$ cat src/rtl/code_verifier_if.sv
// Bundle between the keypad register bank (master) and the code verifier (slave).
// Handshake: start is a one-cycle request taken only while busy=0; the result appears as a one-cycle done pulse with match valid alongside it.
interface code_verifier_if #(
  parameter int DIGITS   = 6,
  parameter int DIGIT_W  = 4,
  parameter int MAX_FAIL = 3
) ();
  localparam int W      = DIGITS * DIGIT_W;
  localparam int FAIL_W = $clog2(MAX_FAIL + 1);

  logic              start;
  logic              abort;
  logic [W-1:0]      entry;
  logic [W-1:0]      stored;
  logic              busy;
  logic              done;
  logic              match;
  logic              locked;
  logic [FAIL_W-1:0] fail_cnt;
  logic [1:0]        dbg_state;

  modport master (
    output start, abort, entry, stored,
    input  busy, done, match, locked, fail_cnt, dbg_state
  );

  modport slave (
    input  start, abort, entry, stored,
    output busy, done, match, locked, fail_cnt, dbg_state
  );
endinterface

$ cat src/rtl/code_verifier.sv
// Constant-time serial code comparator with consecutive-failure counting and timed lockout.
module code_verifier #(
  parameter int DIGITS      = 6,
  parameter int DIGIT_W     = 4,
  parameter int MAX_FAIL    = 3,
  parameter int LOCK_CYCLES = 1000
) (
  input  logic           clk,
  input  logic           rst,
  code_verifier_if.slave bus
);
  localparam int W      = DIGITS * DIGIT_W;
  localparam int IDX_W  = (DIGITS > 1) ? $clog2(DIGITS) : 1;
  localparam int LCK_W  = (LOCK_CYCLES > 1) ? $clog2(LOCK_CYCLES) : 1;
  localparam int FAIL_W = $clog2(MAX_FAIL + 1);

  typedef enum logic [1:0] {
    S_IDLE    = 2'd0,
    S_CMP     = 2'd1,
    S_RESULT  = 2'd2,
    S_LOCKOUT = 2'd3
  } state_e;

  state_e            state_q, state_d;
  logic [W-1:0]      entry_q, entry_d;
  logic [W-1:0]      stored_q, stored_d;
  logic [IDX_W-1:0]  idx_q, idx_d;
  logic              eq_q, eq_d;
  logic              match_q, match_d;
  logic              done_q, done_d;
  logic [FAIL_W-1:0] fail_q, fail_d;
  logic [LCK_W-1:0]  lock_cnt_q, lock_cnt_d;
  logic [DIGIT_W-1:0] cur_entry, cur_stored;
  logic              digit_eq;

  always_comb begin
    state_d    = state_q;
    entry_d    = entry_q;
    stored_d   = stored_q;
    idx_d      = idx_q;
    eq_d       = eq_q;
    match_d    = match_q;
    done_d     = 1'b0;
    fail_d     = fail_q;
    lock_cnt_d = lock_cnt_q;
    cur_entry  = entry_q[idx_q*DIGIT_W +: DIGIT_W];
    cur_stored = stored_q[idx_q*DIGIT_W +: DIGIT_W];
    digit_eq   = (cur_entry == cur_stored);

    case (state_q)
      S_IDLE: begin
        if (bus.start) begin
          entry_d  = bus.entry;
          stored_d = bus.stored;
          match_d  = 1'b0;
          idx_d    = '0;
          eq_d     = 1'b1;
          state_d  = S_CMP;
        end
      end
      S_CMP: begin
        if (bus.abort) begin
          state_d = S_IDLE;
        end else begin
          // Every digit is visited regardless of earlier mismatches so timing leaks nothing.
          eq_d  = eq_q & digit_eq;
          idx_d = idx_q + IDX_W'(1);
          if (idx_q == IDX_W'(DIGITS - 1)) begin
            state_d = S_RESULT;
            done_d  = 1'b1;
            match_d = eq_q & digit_eq;
          end
        end
      end
      S_RESULT: begin
        if (match_q) begin
          fail_d  = '0;
          state_d = S_IDLE;
        end else if (fail_q >= FAIL_W'(MAX_FAIL - 1)) begin
          fail_d     = FAIL_W'(MAX_FAIL);
          lock_cnt_d = LCK_W'(LOCK_CYCLES - 1);
          state_d    = S_LOCKOUT;
        end else begin
          fail_d  = fail_q + FAIL_W'(1);
          state_d = S_IDLE;
        end
      end
      S_LOCKOUT: begin
        if (lock_cnt_q == '0) begin
          fail_d  = '0;
          state_d = S_IDLE;
        end else begin
          lock_cnt_d = lock_cnt_q - LCK_W'(1);
        end
      end
      default: state_d = S_IDLE;
    endcase
  end

  always_ff @(posedge clk) begin
    if (rst) begin
      state_q    <= S_IDLE;
      entry_q    <= '0;
      stored_q   <= '0;
      idx_q      <= '0;
      eq_q       <= 1'b0;
      match_q    <= 1'b0;
      done_q     <= 1'b0;
      fail_q     <= '0;
      lock_cnt_q <= '0;
    end else begin
      state_q    <= state_d;
      entry_q    <= entry_d;
      stored_q   <= stored_d;
      idx_q      <= idx_d;
      eq_q       <= eq_d;
      match_q    <= match_d;
      done_q     <= done_d;
      fail_q     <= fail_d;
      lock_cnt_q <= lock_cnt_d;
    end
  end

  assign bus.busy      = (state_q != S_IDLE);
  assign bus.locked    = (state_q == S_LOCKOUT);
  assign bus.done      = done_q;
  assign bus.match     = match_q;
  assign bus.fail_cnt  = fail_q;
  assign bus.dbg_state = state_q;
endmodule

$ cat src/flat_wrapper.sv
// flat-port wrapper written by rule: the top's interface ports become plain ports
module code_verifier_flat 
#(
  parameter int DIGITS      = 6,
  parameter int DIGIT_W     = 4,
  parameter int MAX_FAIL    = 3,
  parameter int LOCK_CYCLES = 1000
)
  (clk, rst, bus_start, bus_abort, bus_entry, bus_stored, bus_busy, bus_done, bus_match, bus_locked, bus_fail_cnt, bus_dbg_state);
  code_verifier_if #(.DIGITS(DIGITS), .DIGIT_W(DIGIT_W), .MAX_FAIL(MAX_FAIL)) bus_i ();
  input  logic clk;
  input  logic rst;
  input wire logic [$bits(bus_i.start)-1:0] bus_start;
  input wire logic [$bits(bus_i.abort)-1:0] bus_abort;
  input wire logic [$bits(bus_i.entry)-1:0] bus_entry;
  input wire logic [$bits(bus_i.stored)-1:0] bus_stored;
  output wire logic [$bits(bus_i.busy)-1:0] bus_busy;
  output wire logic [$bits(bus_i.done)-1:0] bus_done;
  output wire logic [$bits(bus_i.match)-1:0] bus_match;
  output wire logic [$bits(bus_i.locked)-1:0] bus_locked;
  output wire logic [$bits(bus_i.fail_cnt)-1:0] bus_fail_cnt;
  output wire logic [$bits(bus_i.dbg_state)-1:0] bus_dbg_state;
  assign bus_i.start = bus_start;
  assign bus_i.abort = bus_abort;
  assign bus_i.entry = bus_entry;
  assign bus_i.stored = bus_stored;
  assign bus_busy = bus_i.busy;
  assign bus_done = bus_i.done;
  assign bus_match = bus_i.match;
  assign bus_locked = bus_i.locked;
  assign bus_fail_cnt = bus_i.fail_cnt;
  assign bus_dbg_state = bus_i.dbg_state;
  code_verifier #(.DIGITS(DIGITS), .DIGIT_W(DIGIT_W), .MAX_FAIL(MAX_FAIL), .LOCK_CYCLES(LOCK_CYCLES)) u_core (.clk(clk), .rst(rst), .bus(bus_i));
endmodule
$ cat config.mk
export PLATFORM = sky130hd
export DESIGN_NAME = code_verifier_flat
export DESIGN_NICKNAME = d
export VERILOG_FILES = /design/src/rtl/code_verifier_if.sv /design/src/rtl/code_verifier.sv /design/src/flat_wrapper.sv
export SDC_FILE = /design/constraint.sdc
export NUM_CORES = 1
export LEC_CHECK = 0
export ABC_AREA = 1
export CAP_MARGIN = 20
export CORE_MARGIN = 2
export CORE_UTILIZATION = 30
export CTS_BUF_LIST = sky130_fd_sc_hd__clkbuf_4 sky130_fd_sc_hd__clkbuf_8
export CTS_CLUSTER_DIAMETER = 150
export CTS_CLUSTER_SIZE = 10
export DETAILED_ROUTE_END_ITERATION = 8
export GPL_TIMING_DRIVEN = 1
export PLACE_DENSITY = 0.48
export SYNTH_ARGS = -nofsm -noshare
export SYNTH_HDL_FRONTEND = slang
export SYNTH_SLANG_ARGS = --single-unit
$ cat constraint.sdc
create_clock -name clk -period 1.52 [get_ports clk]
set_input_delay 0.304 -clock clk [delete_from_list [all_inputs] [get_ports clk]]
set_output_delay 0.304 -clock clk [all_outputs]
set_load 0.01 [all_outputs]
; Word level (Yosys, flattened, before mapping)
; Index checks and enable logic that the tools add are counted.
[totals]
reg_bits = 68
output_inout_bits = 8
wordCells = 67
[classes]
add_sub_neg = 3
n_lt_le_gt_ge = 1
n_eq_ne = 13
n_shift = 2
mux = 25
bitwise_logic = 2
n_reduce_logical = 12
[op_table]
columns = operator, n
row1 = $shiftx 24x6->4, 2
row2 = $mux 10, 3
row3 = $pmux 10 s2, 1
row4 = $mux 2, 8
row5 = $logic_not 10->1, 1
row6 = $sub 10x1->10 const B, 1
row7 = $ne 2x2->1 const B, 4
row8 = $pmux 2 s4, 1
row9 = $reduce_and 4->1, 2
row10 = $mux 1, 6
row11 = $mux 3, 2
row12 = $ne 2x1->1 const B, 3
row13 = $pmux 3 s2, 1
row14 = $reduce_and 3->1, 2
row15 = $reduce_bool 2->1, 3
row16 = $eq 2x2->1 const B, 2
row17 = $eq 4x4->1, 1
row18 = $pmux 1 s2, 2
row19 = $pmux 2 s2, 1
row20 = $reduce_and 2->1, 2
row21 = $add 3x1->3 const B, 1
row22 = $eq 3x3->1 const B, 1
row23 = $ne 3x2->1 const B, 1
row24 = $reduce_or 3->1, 1
row25 = other kinds (6), 6

; Depth between registers and ports, before layout
; Gate-level depths: netlist of run 1.
[logic_depth]
word_depth = 6
depth_mapped = 13
ltp_nobuf = 12

; Worst setup path before layout of run 1
; OpenSTA, ideal clock, no wires.
[synth_path]
kind = register to register
from = register u_core.lock_cnt_q[0]
to = register u_core.lock_cnt_q[6]
t_arrival_ps = 1398
required_time_ps = 1445
path_slack_ps = 47
path_stages_with_launch = 10
cell_sequence = dfxtp_1 > inv_1 > ha_1 > nand2_1 > nor2_4 > nand2_2 > nand2_2 > or2_1 > or2_1 > a31oi_1
[synth_between]
elab_chain_len = 3
word_cells_on_any_way = 6
[synth_lines]
columns = item, line
row1 = "start, declared", code_verifier.sv:32  ; logic [LCK_W-1:0] lock_cnt_q, lock_cnt_d;
row2 = "start signal, assigned", code_verifier.sv:120  ; lock_cnt_q <= lock_cnt_d;
row3 = $sub 10x1->10 or $logic_not 10->1 (tied branches), "code_verifier.sv:93, code_verifier.sv:89"
row4 = $mux 10 or $ne 2x2->1 (tied branches), n/a
row5 = $pmux 10 s2 or $reduce_and 4->1 (tied branches), n/a
; Parallel ways exist; a longest one is shown, timed or not. The select of a mux whose other input is x is not followed.
; A chain may end at the register's enable or synchronous reset.

; Worst setup path after layout of run 1
[layout_path]
from = register u_core.idx_q[0]
to = register u_core.eq_q
[layout_between]
elab_chain_len = 5
word_cells_on_any_way = 6
[layout_lines]
columns = item, line
row1 = "start, declared", code_verifier.sv:27  ; logic [IDX_W-1:0] idx_q, idx_d;
row2 = "start signal, assigned", code_verifier.sv:115  ; idx_q <= idx_d;
row3 = "$shiftx 24x6->4, on equally long branches", "code_verifier.sv:46, code_verifier.sv:47"
row4 = $eq 4x4->1 (*), code_verifier.sv:48  ; digit_eq = (cur_entry == cur_stored);
row5 = $and 1x1->1 (*), code_verifier.sv:66  ; eq_d = eq_q & digit_eq;
row6 = $mux 1 (*), code_verifier.sv:62  ; if (bus.abort) begin
row7 = $pmux 1 s2 (*), code_verifier.sv:50  ; case (state_q)
row8 = "end signal, assigned", code_verifier.sv:116  ; eq_q <= eq_d;
row9 = "end, declared", code_verifier.sv:28  ; logic eq_q, eq_d;
; Every way passes the cells marked *; elsewhere a longest branch is shown, timed or not. The select of a mux whose other input is x is not followed.

==> results of run 1 <==
## cells by family after synthesis
family,Yosys count,share of synthesized area
AO/OA/AOI/OAI,121,0.193
buffers and inverters,91,0.126
XOR/XNOR,3,0.00796
adder cells (fa/ha/maj),3,0.0114
flip-flops,68,0.412
AND/OR/NAND/NOR,193,0.249
## final timing paths
path,start,endpoint,slack (ns),cells after the start
worst max-delay path,u_core.idx_q[0]$_SDFFE_PP0P_,u_core.eq_q$_SDFFE_PP0P_,-0.02,12
worst min-delay path,u_core.stored_q[4]$_SDFFE_PP0P_,u_core.stored_q[4]$_SDFFE_PP0P_,0.45,2
worst max register to register,u_core.idx_q[0]$_SDFFE_PP0P_,u_core.eq_q$_SDFFE_PP0P_,-0.02,12
worst min register to register,u_core.stored_q[4]$_SDFFE_PP0P_,u_core.stored_q[4]$_SDFFE_PP0P_,0.45,2
## power breakdown
| part | total, mW | internal (mW) | switching, mW |
|---|---|---|---|
| registers | 2.00 | 1.93 | 0.0655 |
| logic | 0.950 | 0.440 | 0.510 |
| clock network | 1.64 | 0.917 | 0.720 |
| total | 4.59 | 3.29 | 1.30 |
## cell usage after synthesis (2+ instances only)
cell	instances
sky130_fd_sc_hd__nand3_1	22
sky130_fd_sc_hd__inv_1	63
sky130_fd_sc_hd__buf_2	4
sky130_fd_sc_hd__nor3_1	4
sky130_fd_sc_hd__or2_1	2
sky130_fd_sc_hd__ha_1	3
sky130_fd_sc_hd__dfxtp_1	68
sky130_fd_sc_hd__a31oi_1	5
sky130_fd_sc_hd__o21ai_0	58
sky130_fd_sc_hd__nor3_2	2
sky130_fd_sc_hd__nand2_1	80
sky130_fd_sc_hd__nor2_2	3
sky130_fd_sc_hd__nor2_1	71
sky130_fd_sc_hd__o211ai_1	2
sky130_fd_sc_hd__nor2_4	2
sky130_fd_sc_hd__xor2_1	3
sky130_fd_sc_hd__a21oi_1	40
sky130_fd_sc_hd__inv_2	2
sky130_fd_sc_hd__o21ai_1	8
sky130_fd_sc_hd__clkbuf_1	12
sky130_fd_sc_hd__nand3_2	2
sky130_fd_sc_hd__buf_6	7
sky130_fd_sc_hd__o22ai_1	3
sky130_fd_sc_hd__nand2_2	4
## repair_timing
action,in CTS,in global routing
endpoints found under the hold margin,0,0
gates resized for setup,24,47
buffers inserted,1,9
setup endpoints to repair,17,36
gates cloned,1,1
hold buffers,0,0
pin swaps,4,19
## worst reg2reg max path: cells and delay by family (launching register included)
| kind | cells | cell delay [ns] |
|---|---|---|
| simple gates | 7 | 0.50 |
| buf+inv | 4 | 0.44 |
| compound gates | 1 | 0.15 |
| flops | 1 | 0.38 |
## layer usage
metal | global-route usage | vias up | wire (µm)
li1 | - | 1709 | -
met1 | 0.186 | 1466 | 4070
met2 | 0.248 | 48 | 4150
met3 | 0.0281 | 7 | 288
met4 | 0.0577 | 0 | 95
met5 | 0 | - | 0
## state kept, by name (all words and copies together) (netlist names)
name	flops
u_core.entry_q	24
u_core.stored_q	24
u_core.lock_cnt_q	10
u_core.idx_q	3
u_core.bus.dbg_state	2
u_core.bus.fail_cnt	2
u_core.bus.done	1
u_core.bus.match	1
u_core.eq_q	1
## layout make-up
class	instances	share of cell area
repair buffers	102	0.213
clock buffers	9	0.0264
inverters	66	0.0562
well taps	140	0.0373
repair inverters	1	0.00346
clock inverters	7	0.0194
multi-input cells	320	0.351
flip-flops and latches	68	0.292
==> impl_results.md, run 1 <==
* CTS buffer count at 9
* Family with the most delay on the worst path: simple AND/OR/NAND/NOR gates
* Number of enable-type register cells in the synthesized netlist at 0
* Avg Vias per Cell at 4.53
* Buffers & Inverters on Critical Path at 4
* Total number of placement rows at 38
* Setup repair after global routing missed its margin: yes
* Post-synthesis sequential area ratio at 0.412
* CP max stage cell: sky130_fd_sc_hd__dfxtp_4
* Clock Tree Buf Depth at 2
* PD cells at a little under 1000 nW/µm²
* Footprint of the flip-flops and latches at about 1400 µm²
* Synth Warn # at 0
* Final routed wire length divided by cell count at around 12 µm
* Antenna violations before repair at 0
* Global routing usage summed across all routing layers at 0.148
* Total via count after detailed routing at 3,230
* Cell with the most instances on the worst path: sky130_fd_sc_hd__nand2_1
* Max_cap viols at 0
* Final net count at around 620
* Total overflow reported by the global router at 0
* Post-detailed-route DRC marker count at 0
* Total of endpoints with negative setup slack in the final report at 2
* Most used flip-flop cell after synthesis: sky130_fd_sc_hd__dfxtp_1
* Die extent in y at between 100 and 150 µm
* Area occupied by multi-input gates at around 1700 µm²
* Violated checks: setup timing
* Finished layout cell area at 4700 µm²
* Pwr Total at ~4.6 mW
* Final number of max-transition violations at 0
* Async S/R FF share, synth at 0
* CP Capture Type: flip-flop
* Number of clock sinks at just under 70
* Layout overhead on the synthesized area at 42.3%
* FF+latch count, synth at 68
* WS Path Type: reg2reg
* Post-Synthesis Net Count at about 530
* Final-layout setup total negative slack at -0.0207 ns
* Final Hold Violating Endpoints at 0
* Placer congestion estimate at 0.772
* Die span in x at approximately 110 µm
* Normalized max-slew margin at 0.745
* TritonCTS clock tree: built
* Layout Cells excl Fill at 713
* Class of the tightest hold or removal check: reg2reg
* Worst-path clk slew at about 0.080 ns
* Maximum single-stage delay on the critical path at 0.38 ns
* Count of mapped cells out of synthesis at 479
* Share of final-layout standard cells stronger than drive strength 1 at 0.201
* Leading area contributor after synthesis: sky130_fd_sc_hd__dfxtp_1
* Insertion delay of the later-clocked pin in the worst-skew pair at between 0.3 and 0.4 ns
* Detailed-router iteration count before antenna repair at 4
* Wire length of the first global-routing pass at approximately 14,000 µm
* Core occupancy in the finished layout at 0.435
* Die Area at roughly 12,000 µm²
* Placed instance count at approximately 690
* Count of port buffers added during placement at 59
* Max Clock Freq at between 600 and 700 MHz
* Maximum number of pins on one net before global-route repair at 35
* Starting density of the core at 0.306
* DP HPWL at between 6000 and 7000 µm
* Placed cell area at around 4200 µm²
* Worst setup margin at -0.0167 ns
* CP Cell Sequence: buf_12 -> clkinv_8 -> buf_8 -> nor2_4 -> nor3_2 -> inv_1 -> nand2_1 -> nand2_1 -> nand2_1 -> nor2_2 -> nand3_2 -> a21oi_2
* Result of the run: complete, but fails checks
* Synthesized area divided by synthesized cell count at roughly 6.9 µm²
* Antenna fix cells at 0
* Worst IR drop on VDD at ~0.56 mV
* Leakage component of the power at between 2 and 2.5 nW
* Number of distinct library cell variants in the gate-level netlist after synthesis at 33
* Core footprint at about 11,000 µm²
* Root Buffer Master: sky130_fd_sc_hd__clkbuf_8
* Commonest non-fill, non-tap cells in the layout: sky130_fd_sc_hd__nand2_1 (72), sky130_fd_sc_hd__nor2_1 (64), sky130_fd_sc_hd__dfxtp_1 (62), sky130_fd_sc_hd__inv_1 (59), sky130_fd_sc_hd__o21ai_0 (54)
* Vias in the first global route at 2,934
* Critical Path Fanout Max at 7
* Total wire length after detailed routing at between 8000 and 9000 µm
* Worst endpoint required time at between 1.5 and 2 ns
* Slew at the pin closest to its max-slew limit at 0.382 ns
* Post-route worst hold slack at between 0.4 and 0.5 ns
* Largest cells by area after synthesis: sky130_fd_sc_hd__dfxtp_1 (41%), sky130_fd_sc_hd__nand2_1 (9.1%), sky130_fd_sc_hd__o21ai_0 (8.8%)
* Share of the clock period used by the worst path at 1.01
* Number of antenna-violating nets in the routed design at 0
* Clock Skew at approximately 0.015 ns
* Filler cell count in the final layout at roughly 1,100
* Most common library cell in the layout ignoring fill and taps: sky130_fd_sc_hd__nand2_1
* Syn Std Cell Area at 3300 µm²
* Startpoint type of the worst setup path: flip-flop
* Worst Setup Slack post-DPL at -0.111 ns
* Arrival time at the worst endpoint at 1.82 ns
* Final min period at 1.54 ns
* Clock H-tree levels at 3
* Number of DRC markers in iteration 0 at between 100 and 150
* Fraction of post-synthesis cell area in the top cell type by area at 0.412
* Number of primary I/O pins at 60
Power figures use the tool's default switching activity.
==> inputs of run 2 (changes only) <==
--- a/config.mk
+++ b/config.mk
@@ -5,7 +5,6 @@
 export SDC_FILE = /design/constraint.sdc
 export NUM_CORES = 1
 export LEC_CHECK = 0
-export ABC_AREA = 1
 export CAP_MARGIN = 20
 export CORE_MARGIN = 2
 export CORE_UTILIZATION = 30
@@ -14,7 +13,7 @@
 export CTS_CLUSTER_SIZE = 10
 export DETAILED_ROUTE_END_ITERATION = 8
 export GPL_TIMING_DRIVEN = 1
-export PLACE_DENSITY = 0.48
+export PLACE_DENSITY = 0.49
 export SYNTH_ARGS = -nofsm -noshare
 export SYNTH_HDL_FRONTEND = slang
 export SYNTH_SLANG_ARGS = --single-unit
==> run 2 against run 1 <==
The run still ends with setup timing left. Sequential share of layout area rose by 1.7 points. Register-to-register slack worse by 0.14 ns. Core utilization increased by 2.1 points. Area after synthesis fell by 9.1%. Sequential power down 3%. Critical path type unchanged. Largest power group unchanged.
==> impl_results.md, run 2 <==
* Total wire length after detailed routing at 7880 µm (-8.5%)
* DP HPWL at 5650 µm (-6.2%)
* Buffers & Inverters on Critical Path at 2 (-2)
* Clock H-tree levels at 3 (unchanged)
* Worst setup margin at -0.152 ns (-0.136 ns)
* Share of final-layout standard cells stronger than drive strength 1 at 0.202 (+0.00150)
* Hold_sp: rst
* Final Hold Violating Endpoints at 0 (unchanged)
* Count of port buffers added during placement at 59 (unchanged)
* Depth of the worst register-to-register path at 8 (-4)
* Result of the run: complete, but fails checks
* Final min period at 1.67 ns (+0.136 ns)
* Core occupancy in the finished layout at 0.457 (+0.0215)
* PD cells at 928 nW/µm² (-5.0%)
* Root Buffer Master: sky130_fd_sc_hd__clkbuf_8
* Number of distinct library cell variants in the gate-level netlist after synthesis at 40 (+21%)
* Total number of placement rows at 36 (-5.3%)
* Post-CTS Hold Buffers at 0 (unchanged)
* Maximum number of pins on one net before global-route repair at 49 (+40%)
* Commonest non-fill, non-tap cells in the layout: sky130_fd_sc_hd__nand2_1 (105), sky130_fd_sc_hd__dfxtp_1 (63), sky130_fd_sc_hd__a21oi_1 (61), sky130_fd_sc_hd__clkdlybuf4s50_1 (50), sky130_fd_sc_hd__buf_4 (30)
* Cell depth of the worst hold path at 2 (unchanged)
* WS Path Type: reg2reg
* Syn Std Cell Area at 3000 µm² (-9.1%)
* Top cells by count, synth: sky130_fd_sc_hd__nand2_1 (105), sky130_fd_sc_hd__dfxtp_1 (68), sky130_fd_sc_hd__a21oi_1 (62), sky130_fd_sc_hd__clkbuf_1 (18), sky130_fd_sc_hd__nor3_1 (14)
* Total via count after detailed routing at 2,757 (-15%)
* Layout overhead on the synthesized area at 48.0%
* Final-layout setup total negative slack at -1.44 ns (-1.42 ns)
* Arrival time at the worst endpoint at 1.89 ns (+0.07 ns)
* Critical Path Fanout Max at 6 (-1)
* Clock Tree Buf Depth at 2 (unchanged)
* Number of clock sinks at 68 (unchanged)
* Setup repair after global routing missed its margin: yes
* Post-synthesis sequential area ratio at 0.454 (+0.0411)
* Number of antenna-violating nets in the routed design at 0 (unchanged)
* Class of the tightest hold or removal check: in2reg
* Placer congestion estimate at 0.818 (+6.0%)
* Leakage component of the power at 1.72 nW (-18%)
* Fraction of post-synthesis cell area in the top cell type by area at 0.454 (+0.0411)
* Die Area at 10,800 µm² (-8.7%)
* Max Clock Freq at 598 MHz (-8.1%)
* Count of mapped cells out of synthesis at 366 (-24%)
* Reg2Reg Setup Slack at -0.15 ns (-0.14 ns)
* FF+latch count, synth at 68 (unchanged)
* Vias in the first global route at 2,761 (-5.9%)
* Synthesized area divided by synthesized cell count at 8.20 µm² (+19%)
* Final net count at 505 (-19%)
* TritonCTS clock tree: built
* Family with the most delay on the worst path: simple AND/OR/NAND/NOR gates
* Total overflow reported by the global router at 0 (unchanged)
* Normalized max-slew margin at 0.727 (-0.0180)
* Worst IR drop on VDD at 0.350 mV (-38%)
* Largest cells by area after synthesis: sky130_fd_sc_hd__dfxtp_1 (45%), sky130_fd_sc_hd__nand2_1 (13%), sky130_fd_sc_hd__a21oi_1 (10%)
* Core footprint at 9730 µm² (-9.9%)
* Most common library cell in the layout ignoring fill and taps: sky130_fd_sc_hd__nand2_1
* Startpoint type of the worst setup path: flip-flop
* Synth Warn # at 0 (unchanged)
* Critical R2R Launch: u_core.lock_cnt_q[1]$_SDFFE_PP0P_
* Slew at the pin closest to its max-slew limit at 0.404 ns (+0.0222 ns)
* Post-Synthesis Net Count at 421 (-21%)
* Clock Skew at 0.00643 ns (-0.00881 ns)
* Die span in x at 104 µm (-4.5%)
* Critical register-to-register path endpoint: u_core.lock_cnt_q[7]$_SDFFE_PP0P_
* Die extent in y at 104 µm (-4.5%)
* Insertion delay of the later-clocked pin in the worst-skew pair at 0.33 ns (about the same)
* CP Capture Type: flip-flop
* Antenna violations before repair at 0 (unchanged)
* Final routed wire length divided by cell count at 13.4 µm (+11%)
* Leading area contributor after synthesis: sky130_fd_sc_hd__dfxtp_1
* Wire length of the first global-routing pass at 13,200 µm (-3.1%)
* Violated checks: setup timing
* Detailed-router iteration count before antenna repair at 4 (unchanged)
* Worst-path clk slew at 0.07 ns (about the same)
* Top Registers: u_core.entry_q x24, u_core.stored_q x24, u_core.lock_cnt_q x10
* Number of enable-type register cells in the synthesized netlist at 0 (unchanged)
* Avg Vias per Cell at 4.69 (+3.5%)
* Global routing usage summed across all routing layers at 0.151 (+0.00317)
* CP max stage cell: sky130_fd_sc_hd__dfxtp_2
* Hold path endpoint: u_core.lock_cnt_q[9]$_SDFFE_PP0P_
* Number of primary I/O pins at 60 (unchanged)
* Most used flip-flop cell after synthesis: sky130_fd_sc_hd__dfxtp_1
* Antenna fix cells at 0 (unchanged)
* CP Cell Sequence: inv_2 -> ha_4 -> nor2b_4 -> and4b_2 -> buf_8 -> nor4b_4 -> xnor2_1 -> a21oi_1
* Number of DRC markers in iteration 0 at 83 (-40%)
* Filler cell count in the final layout at 992 (-11%)
* Final number of max-transition violations at 0 (unchanged)
* Starting density of the core at 0.309 (+0.00269)
* Most numerous cell in the Yosys netlist: sky130_fd_sc_hd__nand2_1
* Async S/R FF share, synth at 0 (unchanged)
* Worst endpoint required time at 1.73 ns (-0.07 ns)
* Maximum single-stage delay on the critical path at 0.34 ns (-0.04 ns)
* Share of the clock period used by the worst path at 1.10 (+0.0893)
* Max_cap viols at 0 (unchanged)
* Post-detailed-route DRC marker count at 0 (unchanged)
* CTS buffer count at 9 (unchanged)
* Total of endpoints with negative setup slack in the final report at 14 (+12)
[run 2: cell count changes in the layout (fill, tap and decap cells not counted), moves of 5 or more]
cell and change:
sky130_fd_sc_hd__a21oi_1 +23, sky130_fd_sc_hd__a31oi_1 -5, sky130_fd_sc_hd__inv_1 -53, sky130_fd_sc_hd__mux2i_1 +10
sky130_fd_sc_hd__nand2_1 +33, sky130_fd_sc_hd__nand2_2 -9, sky130_fd_sc_hd__nand3_1 -14, sky130_fd_sc_hd__nand3_2 -7
sky130_fd_sc_hd__nor2_1 -56, sky130_fd_sc_hd__nor2_2 -8, sky130_fd_sc_hd__o21ai_0 -53, sky130_fd_sc_hd__o21ai_1 -7
sky130_fd_sc_hd__xnor2_1 +10
[run 2: final cells by class]
class                   instances  area [µm²]  share of cell area
well taps                     133         166              0.0375
inverters                       8        30.0             0.00676
flip-flops and latches         68        1380               0.309
repair buffers                 98         955               0.215
clock buffers                  11         145              0.0327
multi-input cells             265        1700               0.382
clock inverters                 5        75.1              0.0169
[run 2: what timing repair did]
action	CTS	global route
buffers inserted	4	5
endpoints found under the setup margin	20	18
resized for setup	30	11
pin swaps	19	10
[run 2: worst register-to-register path, cell delays in order, from the launching register on]
cell,delay (ns)
sky130_fd_sc_hd__dfxtp_2,0.34
sky130_fd_sc_hd__inv_2,0.04
sky130_fd_sc_hd__ha_4,0.15
sky130_fd_sc_hd__nor2b_4,0.12
sky130_fd_sc_hd__and4b_2,0.28
sky130_fd_sc_hd__buf_8,0.16
sky130_fd_sc_hd__nor4b_4,0.22
sky130_fd_sc_hd__xnor2_1,0.15
sky130_fd_sc_hd__a21oi_1,0.08
[run 2: report_power, final]
part / switching, mW / leakage, nW / internal (mW)
registers: 0.0576 / 0.559 / 1.87
logic: 0.242 / 1.04 / 0.293
clock network: 0.681 / 0.116 / 0.979
[run 2: layer usage]
metal / global-route usage / share of wire / up-vias
li1: - / - / 1413
met1: 0.202 / 0.50 / 1293
met2: 0.242 / 0.46 / 43
met3: 0.0282 / 0.026 / 8
met4: 0.0550 / 0.013 / 0
met5: 0 / 0 / -
[run 2: cell families after synthesis]
family | after synthesis | synth area share
AND/OR/NAND/NOR | 152 | 0.218
AO/OA/AOI/OAI | 81 | 0.152
flip-flops | 68 | 0.454
buffers and inverters | 33 | 0.0475
multiplexers | 15 | 0.0759
XOR/XNOR | 14 | 0.0408
adder cells (fa/ha/maj) | 3 | 0.0125
[run 2: stage by stage]
step                instance area, µm²  cells  hold slack (ns)  power, mW  worst slack, ns
finish                            4440    588            0.364       4.12           -0.152
global route                      4440    588            0.366       4.31           -0.255
CTS                               4380    584            0.345       4.17           -0.125
detailed placement                4050    564            0.445       2.51           -0.163
global placement                  4050    564            0.441       2.50           -0.134
floorplan                         3110    366            0.432       2.23          -0.0747
[run 2: how the worst max path moves through the flow]
stage                     slack, ns                         startpoint  cells past startpoint                                end
after floorplan               -0.07       u_core.idx_q[0]$_SDFFE_PP0P_                      6           u_core.eq_q$_SDFFE_PP0P_
after global placement        -0.13       u_core.idx_q[0]$_SDFFE_PP0P_                      5      u_core.bus.match$_SDFFE_PP0P_
after detailed placement      -0.16       u_core.idx_q[0]$_SDFFE_PP0P_                      5           u_core.eq_q$_SDFFE_PP0P_
after CTS                     -0.12       u_core.idx_q[0]$_SDFFE_PP0P_                      5           u_core.eq_q$_SDFFE_PP0P_
after global routing          -0.26  u_core.lock_cnt_q[1]$_SDFFE_PP0P_                      8  u_core.lock_cnt_q[2]$_SDFFE_PP0P_
final                         -0.15  u_core.lock_cnt_q[1]$_SDFFE_PP0P_                      8  u_core.lock_cnt_q[7]$_SDFFE_PP0P_
==> RTL change 1 (flow settings as in run 2) <==
Make the reset (`rst`) asynchronous in one clocked block.
--- a/src/rtl/code_verifier.sv
+++ b/src/rtl/code_verifier.sv
@@ -99,3 +99,3 @@
 
-  always_ff @(posedge clk) begin
+  always_ff @(posedge clk or posedge rst) begin
     if (rst) begin
Function: differs if rst is asserted again (counterexample within 4 cycles, from zero or initial values and one cycle with rst high); with rst held inactive, the same outputs for 10 cycles.
==> RTL change 1 against run 2 <==
- the run still ends with setup timing left
- non-clock buffer count increased by 28
- die area increased by 5.0%
- final area increased by 16%
- worst setup slack got worse by 350 ps
- area after synthesis increased by 5.2%
- critical endpoint is now u_core.lock_cnt_q[4]
- largest cell class unchanged
- fmax decreased by 17%
- clock skew increased by 6.4 ps
- cell count decreased by 12%
- global-route usage increased by 0.17 points
- routed wire length increased by 2.3%
- sequential cell count unchanged
Power is not compared: it rests on default switching activity, and its combinational part moved more than twofold at a synthesized area within 25%.
==> RTL change 1: results (changes against run 2) <==
VDD IR-drop max 0.714 mV; worst skew pair latency 340 ps; Synth cell types 36 (-10%); PnR worst setup slack -503 ps (-351 ps); hold slack 411 ps (+47.7 ps); first-pass GRT wire length 13300 um (+0.95%); number of H-tree levels 3 (unchanged); synth cell count leaders 68 x dfrtp_1, 46 x mux2_2, 12 x nand2_1, 12 x nor2_1; YS warnings 0 (unchanged); pre-CTS setup slack -542 ps (-379 ps); layout cell share with drive strength beyond 1 0.470 (+0.267); drt pass-1 iters 4 (unchanged); Reg-to-Reg End u_core.lock_cnt_q[4]; CTS Buf Count 9 (unchanged); Total Routing Usage GR 0.152 (+0.00173); Hold Path Class input port to async pin; Static Leak 2.31 nW; Longest Clk Path Bufs 2 (unchanged); outcome complete, but fails checks; Fillers 945 (-4.7%); final setup violation count 67 (+53); Post-DRT Antenna Nets 0 (unchanged); largest net degree at the start of global routing 69 (+41%); most area-consuming cells after synthesis dfrtp_1 54%, mux2_2 16%, mux4_2 2.9%, mux2i_1 2.5%, mux2_1 2.5%; crit path max-delay cell type or4b_4; Worst R2R Start u_core.lock_cnt_q[1]; critical path fanouts, max 6 (unchanged); initial drt markers 70 (-16%); vias in the first global route 2626 (-4.9%); Clock Pin Slew Worst Setup and Hold Paths 80 ps; Post-synth EDFFs 0 (unchanged); top flop regs u_core.entry_q: 24 flops, u_core.stored_q: 24 flops, u_core.lock_cnt_q: 10 flops; actual slew at the worst max-slew pin 433 ps (+28.7 ps); Port Buffer Count 59 (unchanged); via/cell ratio 4.63 (-1.3%); Syn Inst Count 247 (-33%); crit path DAT 2260 ps (+370 ps); cell family with most CP delay simple AND/OR/NAND/NOR gates; Sum Neg Setup Slack -13490 ps (-12050 ps); WL final 8060 um (+2.3%); CP peak stage delay 460 ps (+120 ps); clk_skew 12.8 ps (+6.41 ps); Primary FF master, synth dfrtp_1; violated checks setup timing; Worst R2R Path Depth 9 (+1); initial antenna violation count 0 (unchanged); dpl cells 474 (-16%); Mapped Nets 302 (-28%); hpwl dp 5250 um (-6.9%); Vias 2383 (-14%); register area share after synthesis 0.539 (+0.0853); routability cong. 0.775 (-5.2%); n_diodes 0 (unchanged); net count reported at finish 429 (-15%); ys async rst share 1.00 (+1.00); root buf cell clkbuf_8
## RTL change 1: changes by cell type after synthesis, moves of 4 or more
cell | before | now
dfxtp_1 | 68 | 0
mux2_2 | 0 | 46
a21oi_1 | 62 | 6
mux2_1 | 0 | 7
buf_2 | 2 | 6
nand2_1 | 105 | 12
a31oi_1 | 0 | 5
dfrtp_1 | 0 | 68
mux4_1 | 4 | 0
clkbuf_1 | 18 | 3
nor3_1 | 14 | 9
## RTL change 1: cell type report
cell class	instances	share of cell area
Multi-Input combinational cell	161	0.335
Sequential cell	68	0.329
Timing Repair Buffer	126	0.249
Clock buffer	13	0.0334
Tap cell	136	0.0329
Clock inverter	3	0.0131
Inverter	8	0.00726
## RTL change 1: power by group
part	leakage, nW	switching (mW)	internal, mW
Sequential	0.814	0.565	2.67
Combinational	1.38	2.23	3.73
Clock	0.119	0.698	1.08
## RTL change 1: tightest hold or removal path: cells and delay by family
| kind | cells | cell delay (ps) |
|---|---|---|
| buffers and inverters | 3 | 850 |
## RTL change 1: logic make-up (layout without fill, tap and decap cells)
kind of cell | after synthesis | in the layout | synth area share
multiplexers | 65 | 65 | 0.243
AND/OR/NAND/NOR | 50 | 50 | 0.0781
XOR/XNOR | 16 | 16 | 0.0444
flip-flops | 68 | 68 | 0.539
AO/OA/AOI/OAI | 27 | 27 | 0.0590
buffers and inverters | 18 | 150 | 0.0250
adder cells (fa/ha/maj) | 3 | 3 | 0.0119
## RTL change 1: routing by layer
metal,track usage,up-vias,part of all wire
met5,0,-,0
met4,0.0696,0,0.018
met3,0.0249,11,0.029
met2,0.242,50,0.48
met1,0.205,1178,0.47
li1,-,1144,-
## RTL change 1: what timing repair did
| item | 4_1_cts | 5_1_grt |
|---|---|---|
| setup buffers | 19 | 6 |
| pin swaps | 11 | 21 |
| setup endpoints to repair | 73 | 70 |
| hold endpoints to repair | 0 | 0 |
| gates cloned | 7 | 0 |
| hold buffers | 0 | 0 |
| gates resized for setup | 60 | 33 |
## RTL change 1: per-stage QoR
step	area, sq um	total power [mW]
after floorplan	3440	6.50
after global placement	4440	7.88
after detailed placement	4440	7.95
after CTS	5170	11.0
after global routing	5170	11.6
final	5170	11.0
## RTL change 1: worst max path at each step
stage	slack, ps	from	to	cells after the start
after floorplan	-500	u_core.lock_cnt_q[0]	u_core.lock_cnt_q[7]	8
after detailed placement	-540	u_core.lock_cnt_q[1]	u_core.lock_cnt_q[7]	8
after CTS	-510	u_core.lock_cnt_q[1]	u_core.lock_cnt_q[9]	8
after global placement	-500	u_core.lock_cnt_q[1]	u_core.lock_cnt_q[9]	8
after global routing	-600	u_core.lock_cnt_q[1]	u_core.lock_cnt_q[3]	9
final	-500	u_core.lock_cnt_q[1]	u_core.lock_cnt_q[4]	9
==> RTL change 2 (config.mk and constraints of run 2) <==
Made on the original files. `LOCK_CYCLES` is set to 1000 in 2 places; all go to 500.
--- a/src/rtl/code_verifier.sv
+++ b/src/rtl/code_verifier.sv
@@ -5,3 +5,3 @@
   parameter int MAX_FAIL    = 3,
-  parameter int LOCK_CYCLES = 1000
+  parameter int LOCK_CYCLES = 500
 ) (
--- a/src/flat_wrapper.sv
+++ b/src/flat_wrapper.sv
@@ -6,3 +6,3 @@
   parameter int MAX_FAIL    = 3,
-  parameter int LOCK_CYCLES = 1000
+  parameter int LOCK_CYCLES = 500
 )
Formal check against the unedited RTL: same outputs for any inputs over 10 cycles, from zero or initial values and one cycle with rst high; that may be too few to reach the edited logic, so the function may still have changed.
==> RTL change 2 against run 2 <==
- first-iteration DRC count down 37%
- non-clock buffer count is 2 lower
- sequential cell count decreased by 1
- worst setup slack got worse by 80 ps
- critical path type unchanged
- core utilization decreased by 0.78 points
- synthesized cell count fell by 3.8%
- area after synthesis shrank 2.3%
- routed wire length is 9.6% lower
- the flow still finishes with violations (setup timing)
- global-route usage decreased by 1.2 points
- critical endpoint is now u_core.bus.match
- total power grew 6.2%
- largest cell class unchanged
- combinational power up 3%
- final area down 2.6%
==> RTL change 2: results (changes against run 2) <==
Synth cell types 43 (+7.5%); final setup violation count 14 (unchanged); actual slew at the worst max-slew pin 473 ps (+68.5 ps); initial drt markers 52 (-37%); Mapped Nets 407 (-3.3%); crit path max-delay cell type mux4_2; outcome complete, but fails checks; VDD IR-drop max 0.476 mV (+36%); net count reported at finish 492 (-2.6%); Total Routing Usage GR 0.139 (-0.0121); routability cong. 0.735 (-10%); violated checks setup timing; top flop regs u_core.entry_q: 24 flops, u_core.stored_q: 24 flops, u_core.lock_cnt_q: 9 flops; Sw Share 0.224 (-0.0137); Vias 2601 (-5.7%); layout cell share with drive strength beyond 1 0.217 (+0.0150); Post-DP Area 0.00392 sq mm (-3.3%); # resized after CTS 16 (-47%); Static Leak 1.65 nW (-3.9%); synth cell count leaders 104 x nand2_1, 67 x dfxtp_1, 62 x a21oi_1, 16 x clkbuf_1, 12 x nor2_1; hpwl dp 5070 um (-10%); PnR worst setup slack -233 ps (-80.2 ps); crit path DAT 2020 ps (+130 ps); CP peak stage delay 540 ps (+200 ps); pre-CTS setup slack -305 ps (-142 ps)
[RTL change 2: metal layers]
| layer | vias to the layer above | wire length [um] | global-route usage |
|---|---|---|---|
| li1 | 1357 | - | - |
| met1 | 1190 | 3270 | 0.167 |
| met2 | 46 | 3480 | 0.234 |
| met3 | 8 | 288 | 0.0495 |
| met4 | 0 | 85 | 0.0405 |
| met5 | - | 0 | 0 |
[RTL change 2: area by class of cell]
type                       instances  area [sq um]  area share
multi-input combinational        256          1600       0.370
sequential                        67          1350       0.312
timing repair buffer              96           916       0.212
tap                              133           166      0.0385
clock inverter                     7           140      0.0324
clock buffer                       9           124      0.0286
inverter                           7          26.3     0.00607
[RTL change 2: logic make-up (layout without fill, tap and decap cells)]
logic type / after synthesis / after routing / share of synthesized area
buf+inv: 29 / 119 / 0.0418
mux: 15 / 15 / 0.0725
flops: 67 / 67 / 0.457
xor+xnor: 13 / 13 / 0.0388
simple gates: 143 / 143 / 0.208
compound gates: 82 / 82 / 0.169
fa+ha+maj: 3 / 3 / 0.0128
[RTL change 2: path summary, 6_finish.rpt]
| check | cells past startpoint | end | from |
|---|---|---|---|
| max | 5 | u_core.bus.match | u_core.idx_q[0] |
| min | 4 | u_core.bus.match | rst |
| max reg2reg | 5 | u_core.bus.match | u_core.idx_q[0] |
| min reg2reg | 2 | u_core.entry_q[13] | u_core.entry_q[13] |
[RTL change 2: worst max-delay path, delay by kind of cell (launching register included)]
family / cells / cell delay, ps
mux: 1 / 540
compound gates: 3 / 520
simple gates: 1 / 240
flops: 1 / 390
[RTL change 2: stage by stage]
| stage | hold WS, ps | instances |
|---|---|---|
| 2_1_floorplan | 433 | 352 |
| 3_5_place_dp | 447 | 554 |
| 4_1_cts | 372 | 573 |
| 6_report | 414 | 575 |
| 3_3_place_gp | 441 | 554 |
| 5_1_grt | 405 | 575 |
